$ cat config.mk
export PLATFORM = sky130hd
export DESIGN_NAME = otter_mmio_ctrl
export DESIGN_NICKNAME = d
export VERILOG_FILES = /design/src/rtl/otter_mmio_ctrl.sv
export SDC_FILE = /design/constraint.sdc
export NUM_CORES = 1
export LEC_CHECK = 0
export BUFFER_PORTS_ARGS = -buffer_cell sky130_fd_sc_hd__buf_2
export CAP_MARGIN = 5
export CELL_PAD_IN_SITES_DETAIL_PLACEMENT = 1
export CELL_PAD_IN_SITES_GLOBAL_PLACEMENT = 2
export CORE_MARGIN = 4
export CORE_UTILIZATION = 30
export DETAILED_ROUTE_END_ITERATION = 8
export PLACE_DENSITY_LB_ADDON = 0.3
export REMOVE_ABC_BUFFERS = 1
export SYNTH_ARGS = -nofsm -noshare
export SYNTH_HDL_FRONTEND = slang
export SYNTH_SLANG_ARGS = --single-unit
$ cat constraint.sdc
create_clock -name clk -period 1.8 [get_ports clk]
set_input_delay 0.36 -clock clk [delete_from_list [all_inputs] [get_ports clk]]
set_output_delay 0.36 -clock clk [all_outputs]
set_load 0.03 [all_outputs]
$ cat src/rtl/otter_mmio_ctrl.sv
// -----------------------------------------------------------------------------
// otter_mmio_ctrl
//   Memory-mapped I/O controller between the OTTER I/O bus and board devices.
//   It provides a bank of write/readback output registers, double-flop
//   synchronised switches and debounced buttons. Button presses latch sticky
//   status flags (write-1-to-clear), and a per-button mask gates them into a
//   registered, level-sensitive interrupt for the MCU.
//
//   Register map (exact word addresses; nothing else decodes):
//     IN_BASE+0x0   RO   switches after synchronisation
//     IN_BASE+0x4   RO   debounced buttons
//     IN_BASE+0x8   W1C  sticky press flags
//     IN_BASE+0xC   RW   interrupt mask
//     OUT_BASE+4k   RW   output register k, k = 0..N_OUT-1
//
// Ports
//   clk         system clock
//   rst_n       asynchronous active-low reset
//   iobus_addr  bus address from the MCU
//   iobus_out   bus write data from the MCU
//   iobus_wr    one-cycle write strobe
//   iobus_in    combinational read data back to the MCU
//   switches    raw asynchronous switch inputs
//   buttons     raw asynchronous button inputs
//   out_regs    output registers, register k at [k*OUT_W +: OUT_W]
//   intr        registered interrupt request
// -----------------------------------------------------------------------------
module otter_mmio_ctrl #(
  parameter logic [31:0] IN_BASE   = 32'h1100_8000,
  parameter logic [31:0] OUT_BASE  = 32'h1100_C000,
  parameter int unsigned N_OUT     = 4,
  parameter int unsigned OUT_W     = 16,
  parameter int unsigned IN_W      = 16,
  parameter int unsigned N_BTN     = 5,
  parameter int unsigned DB_CYCLES = 4
) (
  input  logic                   clk,
  input  logic                   rst_n,
  input  logic [31:0]            iobus_addr,
  input  logic [31:0]            iobus_out,
  input  logic                   iobus_wr,
  output logic [31:0]            iobus_in,
  input  logic [IN_W-1:0]        switches,
  input  logic [N_BTN-1:0]       buttons,
  output logic [N_OUT*OUT_W-1:0] out_regs,
  output logic                   intr
);

  // Sized so DB_CYCLES itself is representable; the counter never exceeds
  // DB_CYCLES-1 because it clears on the edge that accepts the new level.
  localparam int unsigned      CNT_W    = $clog2(DB_CYCLES + 1);
  localparam logic [CNT_W-1:0] CNT_LAST = CNT_W'(DB_CYCLES - 1);

  // ---------------------------------------------------------------------------
  // State
  // ---------------------------------------------------------------------------
  logic [IN_W-1:0]  sw_meta, sw_sync;
  logic [N_BTN-1:0] btn_meta, btn_sync;
  logic [N_BTN-1:0] btn_db, btn_db_nxt;
  logic [CNT_W-1:0] cnt     [N_BTN];
  logic [CNT_W-1:0] cnt_nxt [N_BTN];
  logic [N_BTN-1:0] status, status_nxt;
  logic [N_BTN-1:0] mask;
  logic [OUT_W-1:0] out_q   [N_OUT];

  // ---------------------------------------------------------------------------
  // Address decode
  // ---------------------------------------------------------------------------
  logic             sel_sw, sel_btn, sel_stat, sel_mask;
  logic [N_OUT-1:0] sel_out;

  always_comb begin
    sel_sw   = (iobus_addr == IN_BASE);
    sel_btn  = (iobus_addr == IN_BASE + 32'h4);
    sel_stat = (iobus_addr == IN_BASE + 32'h8);
    sel_mask = (iobus_addr == IN_BASE + 32'hC);
    for (int k = 0; k < N_OUT; k++) begin
      sel_out[k] = (iobus_addr == OUT_BASE + 32'(4 * k));
    end
  end

  // ---------------------------------------------------------------------------
  // Read mux: zero latency, unused upper bits and unmapped addresses read 0
  // ---------------------------------------------------------------------------
  always_comb begin
    // NOTE: every signal driven here gets a default first, so no path through
    // the block leaves it unassigned and no latch is inferred.
    iobus_in = '0;
    if (sel_sw)   iobus_in[IN_W-1:0]  = sw_sync;
    if (sel_btn)  iobus_in[N_BTN-1:0] = btn_db;
    if (sel_stat) iobus_in[N_BTN-1:0] = status;
    if (sel_mask) iobus_in[N_BTN-1:0] = mask;
    for (int k = 0; k < N_OUT; k++) begin
      if (sel_out[k]) iobus_in[OUT_W-1:0] = out_q[k];
    end
  end

  // ---------------------------------------------------------------------------
  // Debounce: a button's accepted level changes only after DB_CYCLES
  // consecutive edges on which the synchronised input disagrees with it.
  // ---------------------------------------------------------------------------
  always_comb begin
    btn_db_nxt = btn_db;
    for (int i = 0; i < N_BTN; i++) begin
      cnt_nxt[i] = '0;
      if (btn_sync[i] != btn_db[i]) begin
        if (cnt[i] == CNT_LAST) begin
          btn_db_nxt[i] = btn_sync[i];
        end else begin
          cnt_nxt[i] = cnt[i] + CNT_W'(1);
        end
      end
    end
  end

  // Sticky flags: a press (debounced rising edge) is ORed in after the W1C
  // clear, so a press landing on the same edge as a clear is never lost.
  always_comb begin
    status_nxt = status;
    if (iobus_wr && sel_stat) begin
      status_nxt = status_nxt & ~iobus_out[N_BTN-1:0];
    end
    status_nxt = status_nxt | (btn_db_nxt & ~btn_db);
  end

  // ---------------------------------------------------------------------------
  // Sequential state
  // ---------------------------------------------------------------------------
  // NOTE: sequential state uses non-blocking assignments only, so every flop
  // samples pre-edge values regardless of statement order.
  always_ff @(posedge clk or negedge rst_n) begin
    if (!rst_n) begin
      sw_meta  <= '0;
      sw_sync  <= '0;
      btn_meta <= '0;
      btn_sync <= '0;
      btn_db   <= '0;
      status   <= '0;
      mask     <= '0;
      intr     <= 1'b0;
      for (int i = 0; i < N_BTN; i++) cnt[i] <= '0;
    end else begin
      sw_meta  <= switches;
      sw_sync  <= sw_meta;
      btn_meta <= buttons;
      btn_sync <= btn_meta;
      btn_db   <= btn_db_nxt;
      status   <= status_nxt;
      for (int i = 0; i < N_BTN; i++) cnt[i] <= cnt_nxt[i];
      if (iobus_wr && sel_mask) mask <= iobus_out[N_BTN-1:0];
      // Uses the pre-edge status and mask, hence one clock behind them.
      intr     <= |(status & mask);
    end
  end

  // NOTE: the output bank is a small set of individually addressed flops, not
  // a RAM, so it is reset like any other register.
  always_ff @(posedge clk or negedge rst_n) begin
    if (!rst_n) begin
      for (int k = 0; k < N_OUT; k++) out_q[k] <= '0;
    end else if (iobus_wr) begin
      for (int k = 0; k < N_OUT; k++) begin
        if (sel_out[k]) out_q[k] <= iobus_out[OUT_W-1:0];
      end
    end
  end

  always_comb begin
    out_regs = '0;
    for (int k = 0; k < N_OUT; k++) begin
      out_regs[k*OUT_W +: OUT_W] = out_q[k];
    end
  end

endmodule

Yosys cells after proc, flatten, opt, wreduce, memory -nomap -nowiden
Cells that the tools add are included.
{"block": "classes", "mux": 29, "n_reduce_logical": 7, "addsub": 5, "eq_ne": 18, "bitwise_logic": 6}
{"cell": "$eq 32x29->1 const B", "count": 8}
{"cell": "$mux 16", "count": 5}
{"cell": "$mux 3", "count": 10}
{"cell": "$mux 5", "count": 4}
{"cell": "$add 3x1->3 const B", "count": 5}
{"cell": "$and 5x5->5", "count": 3}
{"cell": "$eq 3x2->1 const B", "count": 5}
{"cell": "$mux 1", "count": 10}
{"cell": "$not 5->5", "count": 2}
{"cell": "$reduce_and 2->1", "count": 4}
{"cell": "$ne 1x1->1", "count": 5}
{"cell": "$or 5x5->5", "count": 1}
{"cell": "$reduce_or 5->1", "count": 1}
{"cell": "$logic_and 1x1->1", "count": 2}
{"block": "word_totals", "wordCells": 82, "output_inout_bits": 97, "in_bits": 88, "regBits": 137}

Longest topological paths before layout
Gate-level depths: netlist (run 1).
{"block": "logic_depth", "word_depth": 9, "depth_mapped": 7, "ltp_nobuf": 5}

Worst setup path after synthesis (run 1)
OpenSTA, ideal clock, no wires.
{"block": "synth_timing", "kind": "input-to-output", "start": "in iobus_addr[26]", "end": "out iobus_in[6]", "n_path_buf": 2, "required_ns": 1.440, "stages": 7, "slack_ns": -0.727, "arrival_time_ns": 2.167, "cell_sequence": "nor4b_4 nand4_4 buf_2 nor2b_2 buf_2 a21oi_1 nor3_1"}
{"block": "synth_via", "elab_chain_len": 6, "elab_cells_between_ends": 10, "cone_classes": "eq/ne (5); mux (5)"}
{"item": "from (decl)", "line_no": "39", "source": "input logic [31:0] iobus_addr,"}
{"item": "$eq 32x29->1", "line_no": "73", "source": "sel_sw = (iobus_addr == IN_BASE);"}
{"item": "$mux 16", "line_no": "89", "source": "if (sel_sw) iobus_in[IN_W-1:0] = sw_sync;"}
{"item": "$mux 16 (3 in series)", "line_no": "94", "source": "if (sel_out[k]) iobus_in[OUT_W-1:0] = out_q[k];"}
{"item": "$mux 16 *", "line_no": "94"}
{"item": "to (decl)", "line_no": "42", "source": "output logic [31:0] iobus_in,"}
Mark *: on every way between the ends. The rest lies on a longest branch, timed or not.

Worst setup path in the final report (run 1)
{"block": "layout_timing", "start": "in iobus_addr[19]", "end": "out iobus_in[14]"}
The elaborated chain is that of the path after synthesis.

==> summary.txt, run 1 <==
Cells and area
  • # nets final: 795
  • Final core occ: 44.2%
  • Number of diodes: 0
  • Most common cell after layout, fill and taps aside: dfrtp_1
  • Area of the multi-input gates: 2940 sq um
  • Most frequent cells in the layout: dfrtp_1 (137), buf_2 (125), mux2_4 (58), buf_4 (48), nand2_1 (39)
  • Layout area overhead: 44.1%
  • FF+latch area: 3430 sq um
  • Layout cell share with drive strength beyond 1: 52.3%
  • Post-Layout Inst Area: 8970 sq um
  • Fill cells: 2213

Synth
  • Top FF cell, synth: dfrtp_1
  • Post-synth EDFFs: 0
  • Post-synth ARST share: 100%
  • Yosys warnings: 0
  • Xor and xnor area share after synthesis: 0.704%
  • Register bit total from synthesis: 137
  • Syn Area/Cell: 12.7 sq um
  • Post-Synth Simple-Gate Area: 12.7%
  • Syn Std Cell Area: 6220 sq um
  • Main combinational cell family by area after synthesis: multiplexers
  • Compound-cell area share of the yosys netlist: 8.62%
  • Post-synthesis sequential area ratio: 55.1%
  • Syn Inst Count: 490
  • Multiplexer share of the synthesized area: 16.9%
  • Distinct cells, synth: 50
  • Adder-Cell Fraction of Synth Area: 1.01%

Route
  • Drt initial violations: 154
  • Routed WL per cell: 20.2 um
  • Via count: 4726
  • Vias/cell: 4.80
  • Antenna Nets Post-Route: 0
  • Detailed-route DRC error count: 0
  • Final wirelength: 19.9 mm
  • 1st-pass router iterations: 4

Clock network
  • Clock-pin slew on the worst setup and hold paths: 60 ps
  • Worst skew pair latency: 420 ps
  • CTS HTree Levels: 4
  • Clk root buf: clkbuf_16
  • Clock sink count: 137
  • CTS Buffer Depth: 2
  • TritonCTS clock tree: built
  • CTS buffer count: 17

Power and ir drop
  • Pwr dens: 922 nW/um^2
  • VDD IR max: 0.667 mV
  • Leakage Power: 4.46 nW

Timing
  • Max-slew violation count: 0
  • Final period util: 120%
  • Worst Skew: 7.27 ps
  • Final setup viols: 64
  • Final WS setup: -360 ps
  • RSZ-0062 raised after global routing: yes
  • Peak Freq: 463 MHz
  • Setup TNS: -8650 ps
  • Final hold vios: 0
  • Final Critical Period: 2160 ps

Setup path
  • WP data required: 1440 ps
  • Setup slack, reg-to-reg: 620 ps
  • Slowest CP cell: nor4_4
  • Worst-path cell chain: buf_6 > nor4_4 > nand4_4 > buf_12 > or2b_4 > a211oi_2 > buf_4
  • WS Path Type: in -> out
  • WP data arrival: 1800 ps
  • R2R Path End: status[2]
  • Crit. End Element: primary output
  • RR Startpoint: cnt[6]
  • Crit Path Max Fanout: 3
  • CP max stage delay: 310 ps
  • Critical path launch point type: input port
  • Reg2Reg Depth: 3

Floorplanning
  • Chip Width: 152 um
  • Die Area: 23100 sq um
  • Initial Util: 30.7%
  • Core box area: 20300 sq um
  • Row Count: 52
  • I/O Pins: 185
  • Die H: 152 um

Worst hold path
  • Tightest Hold Check Type: in -> reg
  • HP Start: buttons[2]
  • Hold depth: 1
  • Hold Path End: btn_meta[2]

Place
  • IO Port Bufs: 152
  • DP HPWL: 14.6 mm
  • Pre-CTS setup slack: -619 ps
  • Area post-placement: 7690 sq um
  • GP Congestion: 0.819

GRT
  • Global-route wire length before repair: 31.1 mm
  • Initial antenna violation count: 0
  • GRT Util Overall: 17.2%
  • Grt total ovfl: 0
  • Vias in the first global route: 5420
  • Largest net degree at the start of global routing: 56

Outcome
  • Outcome: complete, but fails checks
  • Failing checks: negative setup slack

Run
  • # Max-Cap Violations: 0
cell families after synthesis:
| kind of cell | Yosys count |
|---|---|
| DFF | 137 |
| and+or+nand+nor | 126 |
| muxes | 92 |
| AOI/OAI and AO/OA | 77 |
| buffers and inverters | 47 |
| adders and majority gates | 5 |
| xor gates and xnor gates | 5 |
| other | 1 |
worst max-delay path, delay by kind of cell:
family / cells / cell delay, ps
buffers and inverters: 3 / 490
AO/OA/AOI/OAI: 1 / 160
AND/OR/NAND/NOR: 3 / 780
cell type report:
type | count | share of cell area, %
flip-flops and latches | 137 | 38.2
multi-input cells | 321 | 32.8
repair buffers | 218 | 18.1
clock buffers | 18 | 4.90
well taps | 270 | 3.77
clock inverters | 14 | 1.90
inverters | 7 | 0.307
flip-flops by register name (all words and copies together), names as in the netlist:
| name | cells |
|---|---|
| sw_meta | 16 |
| cnt | 15 |
| status | 5 |
| sw_sync | 16 |
| mask | 5 |
| out_regs | 64 |
| btn_db | 5 |
| intr | 1 |
| btn_meta | 5 |
| btn_sync | 5 |
layer usage:
layer / global-route usage [%] / wire length, um / vias up
li1: - / - / 2153
met1: 20.8 / 8620 / 2438
met2: 30.7 / 10300 / 113
met3: 3.98 / 711 / 22
met4: 4.88 / 306 / 0
met5: 0 / 0 / -
worst max-delay path by stage:
stage              startpoint  cells past startpoint      endpoint
2_1_floorplan   iobus_addr[5]                      5  iobus_in[11]
3_3_place_gp    iobus_addr[5]                      9  iobus_in[10]
3_5_place_dp    iobus_addr[5]                      9  iobus_in[10]
4_1_cts        iobus_addr[19]                      7   iobus_in[9]
5_1_grt        iobus_addr[19]                      7  iobus_in[14]
6_report       iobus_addr[19]                      7  iobus_in[14]
metrics by stage:
stage	total power, W	hold slack, ps	cells
after floorplan	0.00402	64.4	465
after global placement	0.00454	182	946
after detailed placement	0.00462	185	946
after CTS	0.00834	14.4	982
after global routing	0.00866	9.05	985
final	0.00827	35.6	985
cell usage after synthesis, types with 6 or more instances:
cell / number / area share, %
and3_1: 7 / 0.70
nor3b_1: 9 / 1.1
nor2_1: 10 / 0.60
nor2b_1: 17 / 1.7
clkbuf_1: 7 / 0.42
mux2_4: 10 / 2.4
o21ai_0: 22 / 1.8
mux2_1: 30 / 5.4
buf_2: 7 / 0.56
mux2_2: 37 / 6.7
a22o_1: 10 / 1.4
a21oi_1: 12 / 0.97
nor3_1: 16 / 1.3
buf_4: 21 / 2.5
a21o_1: 7 / 0.84
mux2i_1: 15 / 2.4
nand2_1: 44 / 2.7
inv_1: 6 / 0.36
dfrtp_1: 137 / 55
where the power goes:
part	total (W)	switching (W)	internal, W
Combinational	0.00121	0.000627	0.000580
Sequential	0.00345	0.000126	0.00332
Clock	0.00361	0.00139	0.00222
Total	0.00827	0.00215	0.00612
what timing repair did:
item	in CTS	in global routing
hold buffers	1	0
gates resized for setup	110	41
pin swaps	34	7
cloned	0	1
buffers inserted	3	2
hold endpoints to repair	52	0
setup endpoints to repair	47	79
Note: power is estimated with default switching activity, not from simulation.
==> run 2, diff against run 1 <==
- ABC_AREA: unset -> 1
- CORE_UTILIZATION: 30 -> 27
==> run 2 against run 1 <==
Net effect: the flow still finishes with violations (negative setup slack); wire length decreased by 4.8%; via count increased by 12%; fmax decreased by 5.4%; final cell count increased by 22%; sequential power decreased by 2%; flip-flop and latch count unchanged; largest cell class unchanged.
==> summary.txt, run 2 <==
Outcome
  • Outcome: complete, but fails checks
  • Failing checks: negative setup slack

Timing
  • Final hold vios: 0
  • Final setup viols: 16
  • Worst Skew: 5.58 ps
  • Peak Freq: 438 MHz
  • RSZ-0062 raised after global routing: yes
  • Final Critical Period: 2280 ps
  • Final WS setup: -482 ps
  • Final period util: 127%
  • Max-slew violation count: 0

GRT
  • Vias in the first global route: 5714
  • Largest net degree at the start of global routing: 48
  • GRT Util Overall: 15.6%
  • Grt total ovfl: 0
  • Initial antenna violation count: 0
  • Global-route wire length before repair: 31.6 mm

Cells and area
  • Final std cells w/o fill: 1197
  • Number of diodes: 0
  • Most frequent cells in the layout: nand2_1 (169), dfrtp_1 (137), buf_2 (129), inv_1 (58), nor2_1 (52)
  • Fill cells: 2658
  • Layout cell share with drive strength beyond 1: 38.4%
  • FF+latch area: 3430 sq um
  • Area of the multi-input gates: 2480 sq um
  • Largest register FFs: 64
  • # nets final: 993
  • Layout area overhead: 41.7%
  • Most common cell after layout, fill and taps aside: nand2_1

Power and ir drop
  • VDD IR max: 0.544 mV
  • Power Total: 0.00758 W
  • Seq pwr share: 44.5%
  • Clock power frac: 47.2%
  • Leakage Power: 4.57 nW
  • Pint: 0.00571 W
  • Combinational share of power: 8.3%
  • Pwr dens: 862 nW/um^2
  • NetSw: 0.00187 W
  • Switch share: 24.7%

Clock network
  • Clock sink count: 137
  • Worst skew pair latency: 410 ps
  • TritonCTS clock tree: built
  • CTS buffer count: 17
  • CTS Buffer Depth: 2
  • Clock-pin slew on the worst setup and hold paths: 60 ps
  • Clk root buf: clkbuf_16
  • CTS HTree Levels: 4

Synth
  • Post-synth ARST share: 100%
  • Syn Std Cell Area: 6210 sq um
  • Syn Inst Count: 681
  • Synth top area share: 55.2%
  • Largest area contributor in the netlist: dfrtp_1
  • Top-count cell post-synth: nand2_1
  • Area contributors post-synth: dfrtp_1 (55%), nand2_1 (11%), o21ai_2 (5.4%)
  • Syn Area/Cell: 9.12 sq um
  • Post-synth EDFFs: 0
  • Top cells by count, synth: nand2_1 (180), dfrtp_1 (137), nor2_1 (63)
  • Register bit total from synthesis: 137
  • Distinct cells, synth: 34
  • Top FF cell, synth: dfrtp_1
  • Post-synthesis sequential area ratio: 55.2%
  • Yosys warnings: 0

Route
  • Antenna Nets Post-Route: 0
  • Via count: 5274
  • 1st-pass router iterations: 4
  • Vias/cell: 4.41
  • Final wirelength: 19.0 mm
  • Drt initial violations: 161
  • Routed WL per cell: 15.9 um
  • Detailed-route DRC error count: 0

Place
  • GP Congestion: 0.707
  • Total placed cells including tap cells: 1153
  • IO Port Bufs: 152
  • DP HPWL: 14.2 mm
  • Pre-CTS setup slack: -624 ps

Setup path
  • Reg2Reg Depth: 5
  • WS Path Type: in -> out
  • Setup slack, reg-to-reg: 650 ps
  • Crit Path Max Fanout: 9
  • WP data required: 1440 ps
  • RR Startpoint: cnt[3]
  • Crit. End Element: primary output
  • Crit path from: iobus_addr[25]
  • Critical Path End: iobus_in[2]
  • Critical path launch point type: input port
  • R2R Path End: status[3]
  • WP data arrival: 1920 ps

Run
  • # Max-Cap Violations: 0

Worst hold path
  • Tightest Hold Check Type: in -> reg

Floorplanning
  • Initial Util: 27.4%
  • Die Area: 25500 sq um
  • Die H: 160 um
  • Row Count: 55
  • Chip Width: 160 um
  • Core box area: 22600 sq um
  • I/O Pins: 185
## run 2: logic make-up after synthesis
family | Yosys count | synth area share, %
buffers and inverters | 102 | 8.65
flip-flops | 137 | 55.2
AND/OR/NAND/NOR | 303 | 21.6
adder cells (fa/ha/maj) | 5 | 1.01
XOR/XNOR | 5 | 0.705
AO/OA/AOI/OAI | 128 | 12.7
other | 1 | 0.0604
## run 2: power groups by stage
| stage | registers, W | clock network, W | logic (W) |
|---|---|---|---|
| 5_1_grt | 0.00341 | 0.00385 | 0.000746 |
| 3_5_place_dp | 0.00344 | 0 | 0.000613 |
| 6_report | 0.00338 | 0.00358 | 0.000629 |
| 4_1_cts | 0.00338 | 0.00370 | 0.000644 |
| 3_3_place_gp | 0.00343 | 0 | 0.000599 |
| 2_1_floorplan | 0.00340 | 0 | 0.000356 |
## run 2: worst min-delay path by stage
stage	to	depth (start not counted)	slack, ps	start
after floorplan	btn_db[0]	0	60	rst_n
after global placement	out_regs[56]	1	270	rst_n
after detailed placement	out_regs[22]	1	270	rst_n
after CTS	sw_meta[2]	1	20	switches[2]
after global routing	sw_meta[2]	1	20	switches[2]
final	sw_meta[2]	1	50	switches[2]
## run 2: area by class of cell
cell class / count / area share, %
Clock inverter: 13 / 1.93
Multi-Input combinational cell: 458 / 28.2
Sequential cell: 137 / 39.0
Clock buffer: 18 / 4.88
Timing Repair Buffer: 220 / 18.9
Tap cell: 285 / 4.05
Inverter: 66 / 3.01
## run 2: critical path: stages
cell and delay, ps:
buf_2 100, inv_1 40, nand2_1 40, nor2_1 120
nand2_2 110, nor2_8 150, buf_12 120, nand3_4 130
clkinv_4 150, buf_4 130, nand2_1 50, nand3b_1 80
nand2_1 80, nand2_1 100, buf_6 140
## run 2: what timing repair did
item / CTS / global route
cloned: 2 / 0
hold buffers: 1 / 0
pin swaps: 19 / 13
buffers inserted: 8 / 3
endpoints found under the hold margin: 27 / 0
resized for setup: 83 / 21
endpoints found under the setup margin: 16 / 16
## run 2: routing by layer
layer	global-route usage, %	share of wire, %
met1	20.3	45
met3	3.77	4.5
met2	26.3	49
met5	0	0
met4	3.98	0.90
## run 2: metrics by stage
step | hold WS (ps) | instance area [sq um] | util (%) | TNS (ps)
finish | 47.0 | 8800 | 38.9 | -6880
global placement | 269 | 7670 | 33.9 | -21040
CTS | 23.8 | 8710 | 38.5 | -7390
floorplan | 64.4 | 5980 | - | -10200
global route | 17.0 | 8800 | 38.9 | -9250
detailed placement | 269 | 7670 | 33.9 | -23760
==> run 3, diff against run 2 <==
- SETUP_SLACK_MARGIN: unset -> 0.1
==> run 3 against run 2 <==
Net effect: the run still ends with negative setup slack left; fmax grew 0.16%; global-route usage is the same; non-clock buffer count grew 5; combinational power is essentially flat; hold slack lost 0.65 ps; worst setup slack gained 3.7 ps; wire length grew 4.8%; sequential share of layout area shrank 0.54 points; first-iteration DRC count grew 13%; critical path type unchanged; power is essentially flat; sequential power is essentially flat.
==> summary.txt, run 3 (synthesized netlist as in run 2, its figures left out) <==
Outcome
  • Outcome: complete, but fails checks
  • Failing checks: negative setup slack

Worst hold path
  • Hold Path End: sw_meta[2]
  • Hold depth: 1
  • Tightest Hold Check Type: in -> reg
  • HP Start: switches[2]

Cells and area
  • Largest register FFs: 64
  • Most frequent cells in the layout: nand2_1 (167), dfrtp_1 (137), buf_2 (129), inv_1 (58), nor2_1 (51)
  • Most common cell after layout, fill and taps aside: nand2_1
  • # nets final: 998
  • Layout area overhead: 43.7%
  • Layout cell share with drive strength beyond 1: 39.0%
  • Number of diodes: 0

Timing
  • Max-slew violation count: 0
  • Hold slack final: 46.3 ps
  • Worst Skew: 5.47 ps
  • Final period util: 127%
  • Final WS setup: -479 ps
  • RSZ-0062 raised after global routing: yes
  • Final Critical Period: 2280 ps
  • Peak Freq: 439 MHz
  • Final setup viols: 16
  • Final hold vios: 0

Power and ir drop
  • Clock power frac: 47.1%
  • NetSw: 0.00188 W
  • Combinational share of power: 8.3%
  • Pint: 0.00571 W
  • Seq pwr share: 44.5%
  • VDD IR max: 0.544 mV
  • Pwr dens: 850 nW/um^2
  • Leakage Power: 4.62 nW
  • Power Total: 0.00759 W
  • Switch share: 24.7%

Clock network
  • TritonCTS clock tree: built
  • CTS buffer count: 17
  • Clk root buf: clkbuf_16
  • CTS Buffer Depth: 2
  • Clock sink count: 137
  • Worst skew pair latency: 410 ps
  • Clock-pin slew on the worst setup and hold paths: 60 ps
  • CTS HTree Levels: 4

Setup path
  • WP data arrival: 1920 ps
  • Slowest CP cell: nor2_8
  • CP bufs+invs: 6
  • WP data required: 1440 ps
  • Crit Path Max Fanout: 9
  • CP delay by family, top: simple AND/OR/NAND/NOR gates
  • Crit. End Element: primary output
  • CP max stage delay: 150 ps
  • RR Startpoint: cnt[3]
  • Reg2Reg Depth: 5
  • R2R Path End: status[3]
  • Most used cell, CP: nand2_1
  • WS Path Type: in -> out
  • Worst-path cell chain: buf_2 > inv_1 > nand2_1 > nor2_1 > nand2_2 > nor2_8 > buf_12 > nand3_4 > clkinv_4 > buf_4 > nand2_1 > nand3b_1 > nand2_1 > nand2_1 > buf_6
  • Critical path launch point type: input port
  • Setup slack, reg-to-reg: 660 ps

GRT
  • Global-route wire length before repair: 31.6 mm
  • Largest net degree at the start of global routing: 48
  • Vias in the first global route: 5714
  • Grt total ovfl: 0
  • GRT Util Overall: 15.6%
  • Initial antenna violation count: 0

Floorplanning
  • Initial Util: 27.4%
  • Chip Width: 160 um
  • Die H: 160 um
  • Row Count: 55
  • Core box area: 22600 sq um
  • I/O Pins: 185
  • Die Area: 25500 sq um

Route
  • Antenna Nets Post-Route: 0
  • Vias/cell: 4.42
  • Routed WL per cell: 16.5 um
  • Via count: 5314
  • 1st-pass router iterations: 4
  • Detailed-route DRC error count: 0
  • Drt initial violations: 182
  • Final wirelength: 19.9 mm

Place
  • GP Congestion: 0.707
  • IO Port Bufs: 152
  • DP HPWL: 14.2 mm

Run
  • # Max-Cap Violations: 0
==> run 3: cell types whose count changed in the layout (fill, tap and decap cells not counted), moves of 2 or more <==
| cell | previous run | this run |
|---|---|---|
| buf_6 | 28 | 30 |
| clkbuf_16 | 17 | 20 |
| nand2_2 | 12 | 14 |
| nand2_1 | 169 | 167 |
==> run 3: worst max-delay path by stage <==
| stage | startpoint | end | depth (start not counted) |
|---|---|---|---|
| 2_1_floorplan | iobus_addr[19] | iobus_in[10] | 9 |
| 3_3_place_gp | iobus_addr[7] | iobus_in[2] | 15 |
| 3_5_place_dp | iobus_addr[5] | iobus_in[3] | 15 |
| 4_1_cts | iobus_addr[4] | iobus_in[9] | 12 |
| 5_1_grt | iobus_addr[31] | iobus_in[4] | 16 |
| 6_report | iobus_addr[25] | iobus_in[2] | 15 |
==> run 3: through the flow <==
stage	TNS (ps)	instance area (sq um)	cells	util, %	setup slack, ps
6_report	-6920	8920	1202	39.4	-479
5_1_grt	-9240	8920	1202	39.4	-633
4_1_cts	-7390	8710	1195	38.5	-492
3_5_place_dp	-23760	7670	1153	33.9	-624
3_3_place_gp	-21040	7670	1153	33.9	-573
2_1_floorplan	-10200	5980	660	-	-547
==> run 3: cell type report <==
| class | instances | area, sq um |
|---|---|---|
| sequential | 137 | 3430 |
| tap | 285 | 357 |
| clock buffer | 18 | 429 |
| fill | 2643 | 13700 |
| inverter | 66 | 268 |
| timing repair buffer | 225 | 1770 |
| multi-input combinational | 458 | 2500 |
| clock inverter | 13 | 170 |
==> run 3: repair_timing <==
action | CTS | global route
hold buffers | 1 | 0
pin swaps | 19 | 13
endpoints found under the hold margin | 27 | 0
gates resized for setup | 83 | 29
cloned | 2 | 4
buffers inserted | 8 | 4
setup endpoints to repair | 32 | 36
==> run 3: power by group through the flow <==
stage               logic (W)  clock network, W  registers, W
finish               0.000632           0.00358       0.00338
global route         0.000748           0.00385       0.00341
CTS                  0.000644           0.00370       0.00338
global placement     0.000599                 0       0.00343
floorplan            0.000356                 0       0.00340
detailed placement   0.000613                 0       0.00344
==> run 3: metal layers <==
layer  GRT usage, %  up-vias  routed length (um)
li1               -     2606                   -
met1           20.3     2592                9140
met2           26.3      104                9770
met3           3.77       12                 811
met4           3.98        0                 170
met5              0        -                   0
